## config.mk

```make
export PLATFORM = sky130hd
export DESIGN_NAME = can_lbs_arb
export DESIGN_NICKNAME = d
export VERILOG_FILES = /design/src/rtl/can_lbs_arb.sv
export SDC_FILE = /design/constraint.sdc
export NUM_CORES = 1
export LEC_CHECK = 0
export CORE_MARGIN = 4
export CORE_UTILIZATION = 39
export DETAILED_ROUTE_END_ITERATION = 16
export GPL_TIMING_DRIVEN = 0
export PLACE_DENSITY = 0.89
export SLEW_MARGIN = 15
export SYNTH_ARGS = -nofsm -noshare
export SYNTH_HDL_FRONTEND = slang
export SYNTH_SLANG_ARGS = --single-unit
export TNS_END_PERCENT = 10
```

## constraint.sdc

```tcl
create_clock -name clk -period 2.1 [get_ports clk]
set_input_delay 0.315 -clock clk [delete_from_list [all_inputs] [get_ports clk]]
set_output_delay 0.315 -clock clk [all_outputs]
set_load 0.03 [all_outputs]
```

## src/rtl/can_lbs_arb.sv

```systemverilog
// rtl/can_lbs_arb.sv - host/brake local-bus arbiter in front of the brake CAN register port
// Optional starvation monitor: define CAN_ARB_STARVE_EN.
module can_lbs_arb #(
    parameter int HOST_GUARD = 8,
    parameter int RD_LAT     = 2,
    parameter int STARVE_CYC = 4096,
    parameter int U_DLY      = 1
) (
    input  logic       clk,
    input  logic       rst_n,
    input  logic       h_cs_n,
    input  logic       h_we,
    input  logic       h_re,
    input  logic [7:0] h_addr,
    input  logic [7:0] h_din,
    output logic [7:0] h_dout,
    input  logic       brk_req,
    input  logic       brk_wr,
    input  logic [7:0] brk_addr,
    input  logic [7:0] brk_wdata,
    output logic       brk_ack,
    output logic [7:0] brk_rdata,
    input  logic       brk_clr,
    output logic       brk_starve,
    output logic       s_cs_n,
    output logic       s_we,
    output logic       s_re,
    output logic [7:0] s_addr,
    output logic [7:0] s_din,
    input  logic [7:0] s_rd_dat
);

    localparam int GW = $clog2(HOST_GUARD + 1);
    localparam int WW = (RD_LAT > 1) ? $clog2(RD_LAT) : 1;

    typedef enum logic [1:0] {S_IDLE, S_ACC, S_RDW, S_DONE} state_t;

    state_t        state, state_nx;
    logic [GW-1:0] guard;
    logic [WW-1:0] wait_cnt, wait_nx;
    logic          lat_wr;
    logic [7:0]    lat_addr, lat_wdata;
    logic          load, cap;
    logic          host_act, host_stb, brk_go;
    logic          unused_cfg;

    assign unused_cfg = (U_DLY != 0);

    assign host_act = ~h_cs_n;
    assign host_stb = host_act & (h_we | h_re);
    // The guard also holds off a brake strobe already parked in ACC.
    assign brk_go   = (state == S_ACC) && !host_act && (guard == '0);
    assign brk_ack  = (state == S_DONE);
    assign h_dout   = s_rd_dat;

    always_comb begin
        s_cs_n = 1'b1;
        s_we   = 1'b0;
        s_re   = 1'b0;
        s_addr = lat_addr;
        s_din  = lat_wdata;
        if (host_act) begin
            s_cs_n = 1'b0;
            s_we   = h_we;
            s_re   = h_re;
            s_addr = h_addr;
            s_din  = h_din;
        end else if (brk_go) begin
            s_cs_n = 1'b0;
            s_we   = lat_wr;
            s_re   = ~lat_wr;
        end
    end

    always_comb begin
        state_nx = state;
        wait_nx  = wait_cnt;
        load     = 1'b0;
        cap      = 1'b0;
        case (state)
            S_IDLE: begin
                if (brk_req && !host_act && (guard == '0)) begin
                    state_nx = S_ACC;
                    load     = 1'b1;
                end
            end
            S_ACC: begin
                if (brk_go) begin
                    if (lat_wr) begin
                        state_nx = S_DONE;
                    end else begin
                        state_nx = S_RDW;
                        wait_nx  = WW'(RD_LAT - 1);
                    end
                end
            end
            S_RDW: begin
                if (host_stb) begin
                    state_nx = S_IDLE;
                end else if (wait_cnt == '0) begin
                    cap      = 1'b1;
                    state_nx = S_DONE;
                end else begin
                    wait_nx = wait_cnt - 1'b1;
                end
            end
            S_DONE: state_nx = S_IDLE;
            default: state_nx = S_IDLE;
        endcase
    end

    always_ff @(posedge clk or negedge rst_n) begin
        if (!rst_n) begin
            state <= S_IDLE;
        end else begin
            state <= state_nx;
        end
    end

    always_ff @(posedge clk or negedge rst_n) begin
        if (!rst_n) begin
            guard     <= '0;
            wait_cnt  <= '0;
            lat_wr    <= 1'b0;
            lat_addr  <= 8'h00;
            lat_wdata <= 8'h00;
            brk_rdata <= 8'h00;
        end else begin
            if (host_stb) begin
                guard <= GW'(HOST_GUARD);
            end else if (guard != '0) begin
                guard <= guard - 1'b1;
            end
            wait_cnt <= wait_nx;
            if (load) begin
                lat_wr    <= brk_wr;
                lat_addr  <= brk_addr;
                lat_wdata <= brk_wdata;
            end
            if (cap) begin
                brk_rdata <= s_rd_dat;
            end
        end
    end

`ifdef CAN_ARB_STARVE_EN
    localparam logic [12:0] STARVE_TH = 13'(STARVE_CYC);
    logic [12:0] starve_cnt;

    // Set fires once when the counter passes the threshold, so a clear sticks.
    always_ff @(posedge clk or negedge rst_n) begin
        if (!rst_n) begin
            starve_cnt <= 13'd0;
            brk_starve <= 1'b0;
        end else begin
            if (brk_ack) begin
                starve_cnt <= 13'd0;
            end else if (brk_req && (starve_cnt != 13'h1FFF)) begin
                starve_cnt <= starve_cnt + 13'd1;
            end
            if (starve_cnt == STARVE_TH) begin
                brk_starve <= 1'b1;
            end else if (brk_clr) begin
                brk_starve <= 1'b0;
            end
        end
    end
`else
    logic unused_starve;
    assign unused_starve = brk_clr ^ (STARVE_CYC != 0);
    assign brk_starve    = 1'b0;
`endif

endmodule

```

# Word-level counts from Yosys, hierarchy flattened

Index checks and enable logic that the tools add are counted.
W data, S select, Z words.

Register bits after elaboration: 32

Add/subtract/negate cells: 2
Equality and inequality tests: 8
Mux-type cells: 26
Bitwise logic cells: 4
Reduce and logical (&&, ||, !) cells: 11

Operator list:

| kind                  | number |
|---|---|
| $mux W1               | 16 |
| $mux W8               | 2 |
| $mux W2               | 4 |
| $mux W4               | 2 |
| $ne A2 B2 Y1 const B  | 4 |
| $pmux W2 S4           | 1 |
| $eq A2 B2 Y1 const B  | 2 |
| $logic_and A1 B1 Y1   | 4 |
| $logic_not A4 Y1      | 1 |
| $reduce_and A4 Y1     | 1 |
| $reduce_bool A2 Y1    | 2 |
| $reduce_bool A4 Y1    | 1 |
| $sub A4 B1 Y4 const B | 1 |
| $ne A3 B3 Y1 const B  | 1 |
| $reduce_and A3 Y1     | 1 |
| $eq A2 B1 Y1 const B  | 1 |
| $logic_not A2 Y1      | 1 |
| $not A1 Y1            | 2 |
| $pmux W1 S2           | 1 |
| $and A1 B1 Y1         | 1 |
| $or A1 B1 Y1          | 1 |
| $sub A1 B1 Y1 const B | 1 |

# Logic depth before layout (Yosys ltp)

Gate-level depths: netlist (run 1).

Word-level depth: 5
Mapped depth: 6
Gate-level depth less buffers: 5

# Worst setup path before layout (run 1)

No wires, ideal clock.

Path kind: reg2out
From: reg guard[0]
To: out s_we
Data arrival time: 1.790 ns
Required time: 1.785 ns
Slack: -0.005 ns
Stages on the path, launching flop included: 6
Path through: dfrtp_1 > inv_1 > ha_1 > or3b_2 > nand2b_1 > o22ai_1

Word-level cells in the longest chain between the ends: 4

RTL lines:

| item                   | line | RTL |
|---|---|---|
| from (decl)            | 39   | `logic [GW-1:0] guard;` |
| from (signal assigned) | 130  | `guard <= GW'(HOST_GUARD);` |
| from (signal assigned) | 132  | `guard <= guard - 1'b1;` |
| $logic_not A4 Y1       | 52   | `assign brk_go = (state == S_ACC) && !host_act && (guard == '0);` |
| $logic_and A1 B1 Y1    | 52   |  |
| $mux W1                | 68   | `end else if (brk_go) begin` |
| $mux W1                | 62   | `if (host_act) begin` |
| to (decl)              | 26   | `output logic s_we,` |

No other way between the ends.

# Worst setup path after layout (run 1)

From: reg guard[1]
To: out s_cs_n

Word-level cells in the longest chain between the ends: 4

RTL lines:

| item                | line | RTL |
|---|---|---|
| $logic_not A4 Y1    | 52   |  |
| $logic_and A1 B1 Y1 | 52   |  |
| $mux W1             | 68   |  |
| $mux W1             | 62   |  |
| to (decl)           | 25   | `output logic s_cs_n,` |

No other way between the ends.

==> reports/results.txt, run 1 <==
Dividing total power by cell area gives a power density of 1160 nW/um^2. The largest net degree at the start of global routing was 33. STA classifies the critical path startpoint as a flop. Summed over all cells, the static leakage comes to 1.21 nW. The overall track demand over capacity in global routing was 15.3%; the final critical delay including setup and external delays was 2100 ps. Yosys instantiated no cell more often than mux2_2. The tools report the final hold violation count as 0. The flow ran to the end, and the final reports show no timing, DRC or antenna violations.

The wire-length estimate of the detail-placed layout is 2970 um. Setup repair after global routing could not meet its margin everywhere. After routing the design area is 2610 sq um.

The number of filler instances in the final layout is 332. The die is 73.1 um wide. The average wire length per cell after detail routing came out at 14.4 um.

Once layout is complete, the utilization of the core stands at 64.3%. After the last flow step, the layout net total stands at 266. The run gives 4060 sq um as the placeable core region. Hold timing on the final database bottoms out at a slack of 80.9 ps. The vertical extent of the die works out to 73.1 um. Sorting the synthesized cells by how often they occur yields mux2_2 (33), dfrtp_1 (32), buf_4 (9). The share of the clock period used by the worst path was 100%. The maximum root-to-sink buffer count is 2, and the sequential area share after synthesis is 48.5%. The tools report the multi-input logic area as 764 sq um. In this run, synthesis inferred 0 flip-flops with an integrated enable. The synthesized netlist net count is 176.

STA puts the critical path data arrival time at 1780 ps. The tools report the post-route setup TNS as 0 ps. The clock reaches the later pin of the worst-skew pair after 280 ps. The final worst clock skew came out at 5.58 ps. Summing all placed instances gives a cell area of 2530 sq um. The first global-routing pass estimated 6240 um of wire. Type of the worst setup path: reg2out. The async set-reset flop share out of synthesis is 100%, and the count of final max-slew check failures is 0. The required time of the critical path is 1780 ps, and the total clock buffers created by CTS is 5.

The number of antenna diodes in the final layout is 0. Based on the critical path, the design can be clocked at up to 476 MHz. Yosys mapped the design onto 32 distinct sky130hd cell types.

The tools report the via count of the first global-routing pass as 1,354. The class of the worst hold path is in2async. The hold buffer count at CTS is 0, and the iteration count of the initial detailed-routing pass is 4. The final antenna-violating net count was 0; the mean number of vias per cell was 4.72.

At the pin with the least slew margin, the transition time is 697 ps. Once the floorplan was initialized, standard cells occupied 40.7% of the core. The routed design has 3850 um of wire.

Together, buffers and inverters on the worst path number 2. In this run the count of I/O pins placed on the die edge is 85. The largest total area in the synthesized netlist belongs to dfrtp_1.

The slowest cell on the critical path was dfrtp_1. TritonCTS built the clock tree. The post-synthesis average cell area works out to 13.1 sq um.

After detailed routing, the number of remaining DRC violations is 0. Counting every sink on the clock net gives 32. The clock slew seen by the registers of the worst setup and hold paths works out to 60 ps. The biggest fanout along the worst timing path was 4.

Grouping stages by cell kind, the critical path spends the most delay in simple AND/OR/NAND/NOR gates. The most used flip-flop cell after synthesis is dfrtp_1. The total overflow left after global routing is 0. The first routing iteration left 46 violations.

Setup violations remaining at the end of the flow were counted as 0. The tools report the capturing element type of the critical path as a primary output. The number of antenna violations at the first check in global routing is 0, and the worst max-slew margin expressed relative to the limit is 53.5%. Across the run, the number of max-cap violations was 0.

For the number of levels in the clock H-tree, the log shows 2. The post-route netlist has 41.9% of its cells at a drive strength greater than 1. The routed layout has 1,261 vias. The number of warnings printed during yosys synthesis was 0; the layout overhead on the synthesized area was 58.1%. The tools report the master cell of the clock root buffer as clkbuf_8.

The die covers 5340 sq um. Walking the worst path, the cells encountered are inv_2 -> ha_4 -> or3b_4 -> nand2b_4 -> and2_1 -> buf_6. Port buffering added 82 buffers.

The largest single stage delay on the critical path is 420 ps. The logs give 126 for the synthesized netlist cell count and 23 for the row count. The post-synthesis cell area is 1650 sq um, and the register bit total from synthesis is 32. The logs give 0.753 for the final weighted congestion of routability-driven global placement and 3.03 mW for the overall power consumption.

After synthesis, the largest area contributor takes up 48.5% of total cell area. Sorting the synthesized cells by area gives the leading types as dfrtp_1 (49%), mux2_2 (23%), mux2_4 (7.3%), buf_4 (4.1%), ha_1 (1.5%). The logs give 801 sq um for the total area of sequential cells and 565 uV for the maximum vdd drop.
==> metrics by stage <==
stage | instances | setup WS [ps]
after CTS | 267 | -11.1
after floorplan | 126 | 183
after global placement | 258 | -533
final | 267 | 0.228
after global routing | 267 | -60.4
after detailed placement | 258 | -560
==> worst reg2reg max path, cell delays in order (launching register included) <==
cell and delay (ps):
dfrtp_1 400, inv_2 70, ha_4 170, and4bb_2 260, nand4_4 170, buf_2 270
mux2_2 370
==> final timing paths <==
path	from	to	cells past startpoint	slack (ps)
max	guard[1]$_DFFE_PN0P_	s_cs_n	6	0.2
min	rst_n	brk_rdata[5]$_DFFE_PN0P_	1	80
max reg2reg	guard[1]$_DFFE_PN0P_	lat_wdata[0]$_DFFE_PN0P_	6	270
min reg2reg	lat_addr[0]$_DFFE_PN0P_	lat_addr[0]$_DFFE_PN0P_	1	500
min in group clk	lat_addr[0]$_DFFE_PN0P_	lat_addr[0]$_DFFE_PN0P_	1	500
max in group asynchronous	rst_n	lat_wdata[6]$_DFFE_PN0P_	1	1570
==> per-layer routing <==
| metal | wire length [um] | GRT usage, % | vias to the layer above | share of wire (%) |
|---|---|---|---|---|
| met2 | 1950 | 24.8 | 55 | 51 |
| met4 | 40 | 5.94 | 0 | 1.0 |
| met5 | 0 | 0 | - | 0 |
| li1 | - | - | 606 | - |
| met1 | 1520 | 18.0 | 595 | 39 |
| met3 | 340 | 6.47 | 5 | 8.8 |
==> final cells by class <==
type	count	area share [%]
flip-flops and latches	32	30.7
multi-input cells	75	29.3
repair buffers	83	28.4
plain buffers	13	4.27
clock buffers	6	2.78
well taps	50	2.40
clock inverters	2	1.34
inverters	6	0.863
==> cell families after synthesis <==
logic type,after synthesis,synth area share (%)
adders and majority gates,2,1.52
other,1,0.227
muxes,41,29.8
xor gates and xnor gates,1,0.531
AOI/OAI and AO/OA,9,4.02
and+or+nand+nor,21,8.49
buffers and inverters,19,6.90
DFF,32,48.5
==> flip-flops by register name (all words and copies together) (netlist names) <==
| signal | cells |
|---|---|
| brk_rdata | 8 |
| lat_addr | 8 |
| lat_wdata | 8 |
| guard | 4 |
| state | 2 |
| lat_wr | 1 |
| wait_cnt | 1 |
==> report_power, final <==
part	internal, mW	leakage (nW)	total [mW]	switching, mW
registers	0.889	0.403	1.06	0.172
logic	0.711	0.751	1.40	0.691
clock network	0.352	0.0552	0.570	0.218
total	1.95	1.21	3.03	1.08
==> cell usage in the layout (no fill, tap or decap), drive strengths merged, types with 2 or more instances in the layout <==
| master | synthesis | routed |
|---|---|---|
| clkdlybuf4s50 | 0 | 62 |
| mux2 | 41 | 41 |
| o31ai | 2 | 2 |
| nor2b | 3 | 3 |
| nor2 | 4 | 4 |
| dfrtp | 32 | 32 |
| inv | 6 | 6 |
| buf | 11 | 16 |
| ha | 2 | 2 |
| clkbuf | 2 | 24 |
| nand2 | 3 | 3 |
| nand2b | 2 | 2 |
==> timing repair <==
action	in CTS	in global routing
setup endpoints to repair	19	19
setup buffers	1	0
gates resized for setup	44	37
No activity file was read; power rests on OpenSTA's default activity.
==> inputs of run 2 (changes only) <==
--- a/config.mk
+++ b/config.mk
@@ -5,7 +5,7 @@
 export SDC_FILE = /design/constraint.sdc
 export NUM_CORES = 1
 export LEC_CHECK = 0
-export CORE_MARGIN = 4
+export CORE_MARGIN = 2
 export CORE_UTILIZATION = 39
 export DETAILED_ROUTE_END_ITERATION = 16
 export GPL_TIMING_DRIVEN = 0
==> reports/results.txt, run 2 (synthesis gave the netlist of run 1 again) <==
The multi-input logic area came out at 767 sq um (+0.33%). For the instance area at placement, the log shows 2530 sq um (unchanged). The switching share of total power works out to 35.9% (+0.20 points).

Global-route wire length before repair: 6400 um (+2.4%). The logs give 52.0% (-1.5 points) for the worst max-slew margin expressed relative to the limit and 2650 sq um (+1.4%) for the post-layout instance area. The clock network power share was 19.1% (+0.3 points); the placeable core region was 4030 sq um (-0.71%).

The final weighted congestion of routability-driven global placement was 0.780 (+3.6%); the total area of sequential cells was 801 sq um (unchanged). Total die area: 4770 sq um (-11%). The worst-case register-to-register setup slack is 270 ps (about the same), and the number of nets in the final layout is 267 (+0.38%). The average wire length per cell after detail routing works out to 14.4 um (-0.32%). The logs give 1,371 (+1.3%) for the via count of the first global-routing pass and 1.98 mW (+1.3%) for the cell-internal power. The tools report the capturing element type of the critical path as a primary output. The final hold violation count was 0 (unchanged).

The master cell of the clock root buffer is clkbuf_8. The share of layout cells above drive strength 1 came out at 39.9% (-2.0 points). The mean number of vias per cell was 4.81 (+1.8%). The type of the worst setup path was in2out. The number of antenna violations at the first check in global routing was 0 (unchanged); the detailed placer's ending HPWL was 2770 um (-6.6%). For the number of vias after detailed routing, the log shows 1,289 (+2.2%).

Class of the worst hold path: in2async. Setup repair after global routing could not meet its margin everywhere. For the starting density of the core, the log shows 41.0% (+0.29 points).

The flow ran to the end, and the final reports show no timing, DRC or antenna violations. Net switching power: 1.10 mW (+2.2%). For the final antenna-violating net count, the log shows 0 (unchanged). Transition time at the pin with the least slew margin: 720 ps (+22.9 ps). The tools report the part of the power in registers as 34.1% (-0.9 points). The tools report the required time of the critical path as 1780 ps (about the same).

The largest net degree at the start of global routing was 33 (unchanged). The library cells used most frequently in the layout, excluding fill and tap cells, are clkdlybuf4s50_1 (62), mux2_2 (33), dfrtp_1 (32), buf_4 (11), clkbuf_2 (9). The floorplan die width was 69.1 um (-5.5%); the number of top-level pins was 85 (unchanged). Share of the clock period used by the worst path: 99.6% (-0.36 points). The endpoint identified for the worst register-to-register timing path is lat_addr[3]$_DFFE_PN0P_. The clock slew seen by the registers of the worst setup and hold paths is 70 ps (about the same), and the pre-CTS setup slack is -552 ps (+7.41 ps). Traced cell by cell, the critical path runs through clkdlybuf4s50_1 -> clkbuf_8 -> mux2_2 -> dlygate4sd2_1.

The row count was 23 (unchanged); the worst reg2reg path depth was 6 (unchanged). The largest stage delay on the critical path came out at 560 ps (+140 ps). The run gives 0 (unchanged) as the count of maximum capacitance violations. The combined buffer and inverter count along the critical path came out at 3 (+1). The hold buffer count at CTS is 0 (unchanged), and the total congestion overflow after global routing is 0 (unchanged). The maximum vdd drop was 663 uV (+17%). The tools report the final worst-path setup slack as 7.79 ps (+7.56 ps). The tools report the maximum root-to-sink buffer count as 2 (unchanged). The kind of cell with the highest combined delay on the critical path was buffers and inverters.

The number of I/O port buffers is 82 (unchanged). Vertical extent of the die: 69.1 um (-5.5%). STA classifies the critical path startpoint as a primary input.

The overall track demand over capacity in global routing was 16.9% (+1.5 points); the final core area utilization was 65.7% (+1.4 points). The number of inserted diodes came out at 0 (unchanged). The run gives 3850 um (about the same) as the final wirelength. The total clock buffers created by CTS was 5 (unchanged). The leakage power figure was 1.23 nW (+1.4%).

The number of clock sinks seen by CTS is 32 (unchanged), and the maximum frequency from static timing analysis is 478 MHz (+0.36%). The final critical delay including setup and external delays came out at 2090 ps (-7.56 ps). The layout overhead on the synthesized area is 60.4%.

The data arrival at the endpoint of the critical path is 1780 ps (about the same). The total of endpoints with negative setup slack in the final report is 0 (unchanged), and the biggest fanout along the worst timing path is 10 (+6). For the number of levels in the clock H-tree, the log shows 2 (unchanged). Final routed DRC violation total: 0 (unchanged). The slowest cell on the critical path was clkdlybuf4s50_1. The count of final max-slew check failures came out at 0 (unchanged). The overall power consumption came out at 3.08 mW (+1.6%).

The final worst clock skew came out at 3.08 ps (-2.51 ps). The largest registers in the layout are brk_rdata: 8 flops, lat_addr: 8 flops, lat_wdata: 8 flops. For the starting DRC count in detailed routing, the log shows 32 (-30%). The logs give 72.8 ps (-8.07 ps) for the worst hold slack across all endpoints and 290 ps (about the same) for the latest clock arrival within the worst-skew pair. The start of the worst register-to-register path is guard[1]$_DFFE_PN0P_. Iteration count of the initial detailed-routing pass: 4 (unchanged).

TritonCTS built the clock tree. The ratio of total power to cell area was 1160 nW/um^2 (+0.17%). The number of filler instances in the final layout is 318 (-4.2%). For the combinational cell fraction of total power, the log shows 46.8% (+0.6 points).

The most common cell after layout, fill and taps aside was clkdlybuf4s50_1.
==> run 2: changes by cell type in the layout (fill, tap and decap cells not counted) <==
cell / previous run / this run
dlygate4sd2_1: 0 / 7
clkbuf_1: 1 / 0
and2_1: 1 / 0
clkbuf_2: 16 / 9
buf_4: 10 / 11
clkbuf_8: 7 / 6
clkinvlp_4: 0 / 1
buf_6: 3 / 4
and2_4: 0 / 1
==> run 2: final cells by class <==
type / count / share of cell area, %
well taps: 50 / 2.36
flip-flops and latches: 32 / 30.2
clock buffers: 5 / 2.60
repair buffers: 84 / 29.3
clock inverters: 3 / 1.61
plain buffers: 13 / 4.11
multi-input cells: 75 / 29.0
inverters: 6 / 0.851
==> run 2: through the flow <==
stage,std cells,setup TNS (ps)
2_1_floorplan,126,0
3_3_place_gp,258,-8830
3_5_place_dp,258,-9100
4_1_cts,268,-55.5
5_1_grt,268,-96.9
6_report,268,0
==> run 2: how the worst max path moves through the flow <==
stage | from | end | slack (ps) | cells after the start
floorplan | guard[0]$_DFFE_PN0P_ | s_we | 180 | 5
global placement | h_cs_n | s_addr[7] | -530 | 4
detailed placement | h_cs_n | s_addr[7] | -550 | 4
CTS | h_cs_n | s_din[6] | -20 | 4
global route | h_cs_n | s_addr[0] | -30 | 4
finish | h_cs_n | s_din[7] | 8 | 4
==> run 2: what timing repair did <==
action | in CTS | in global routing
buffers inserted | 2 | 0
endpoints found under the setup margin | 19 | 18
pin swaps | 1 | 2
gates resized for setup | 44 | 24
==> run 2: layer usage <==
layer	wire length (um)	global-route usage (%)	vias to the layer above
met5	0	0	-
li1	-	-	606
met4	48	5.23	0
met2	1920	28.1	54
met1	1600	19.8	622
met3	285	6.87	7
==> run 2: power by group through the flow <==
stage | clock [mW] | sequential, mW | combinational (mW)
2_1_floorplan | 0 | 1.16 | 0.775
3_3_place_gp | 0 | 1.04 | 1.40
3_5_place_dp | 0 | 1.06 | 1.43
4_1_cts | 0.600 | 1.05 | 1.45
5_1_grt | 0.626 | 1.08 | 1.54
6_report | 0.590 | 1.05 | 1.44
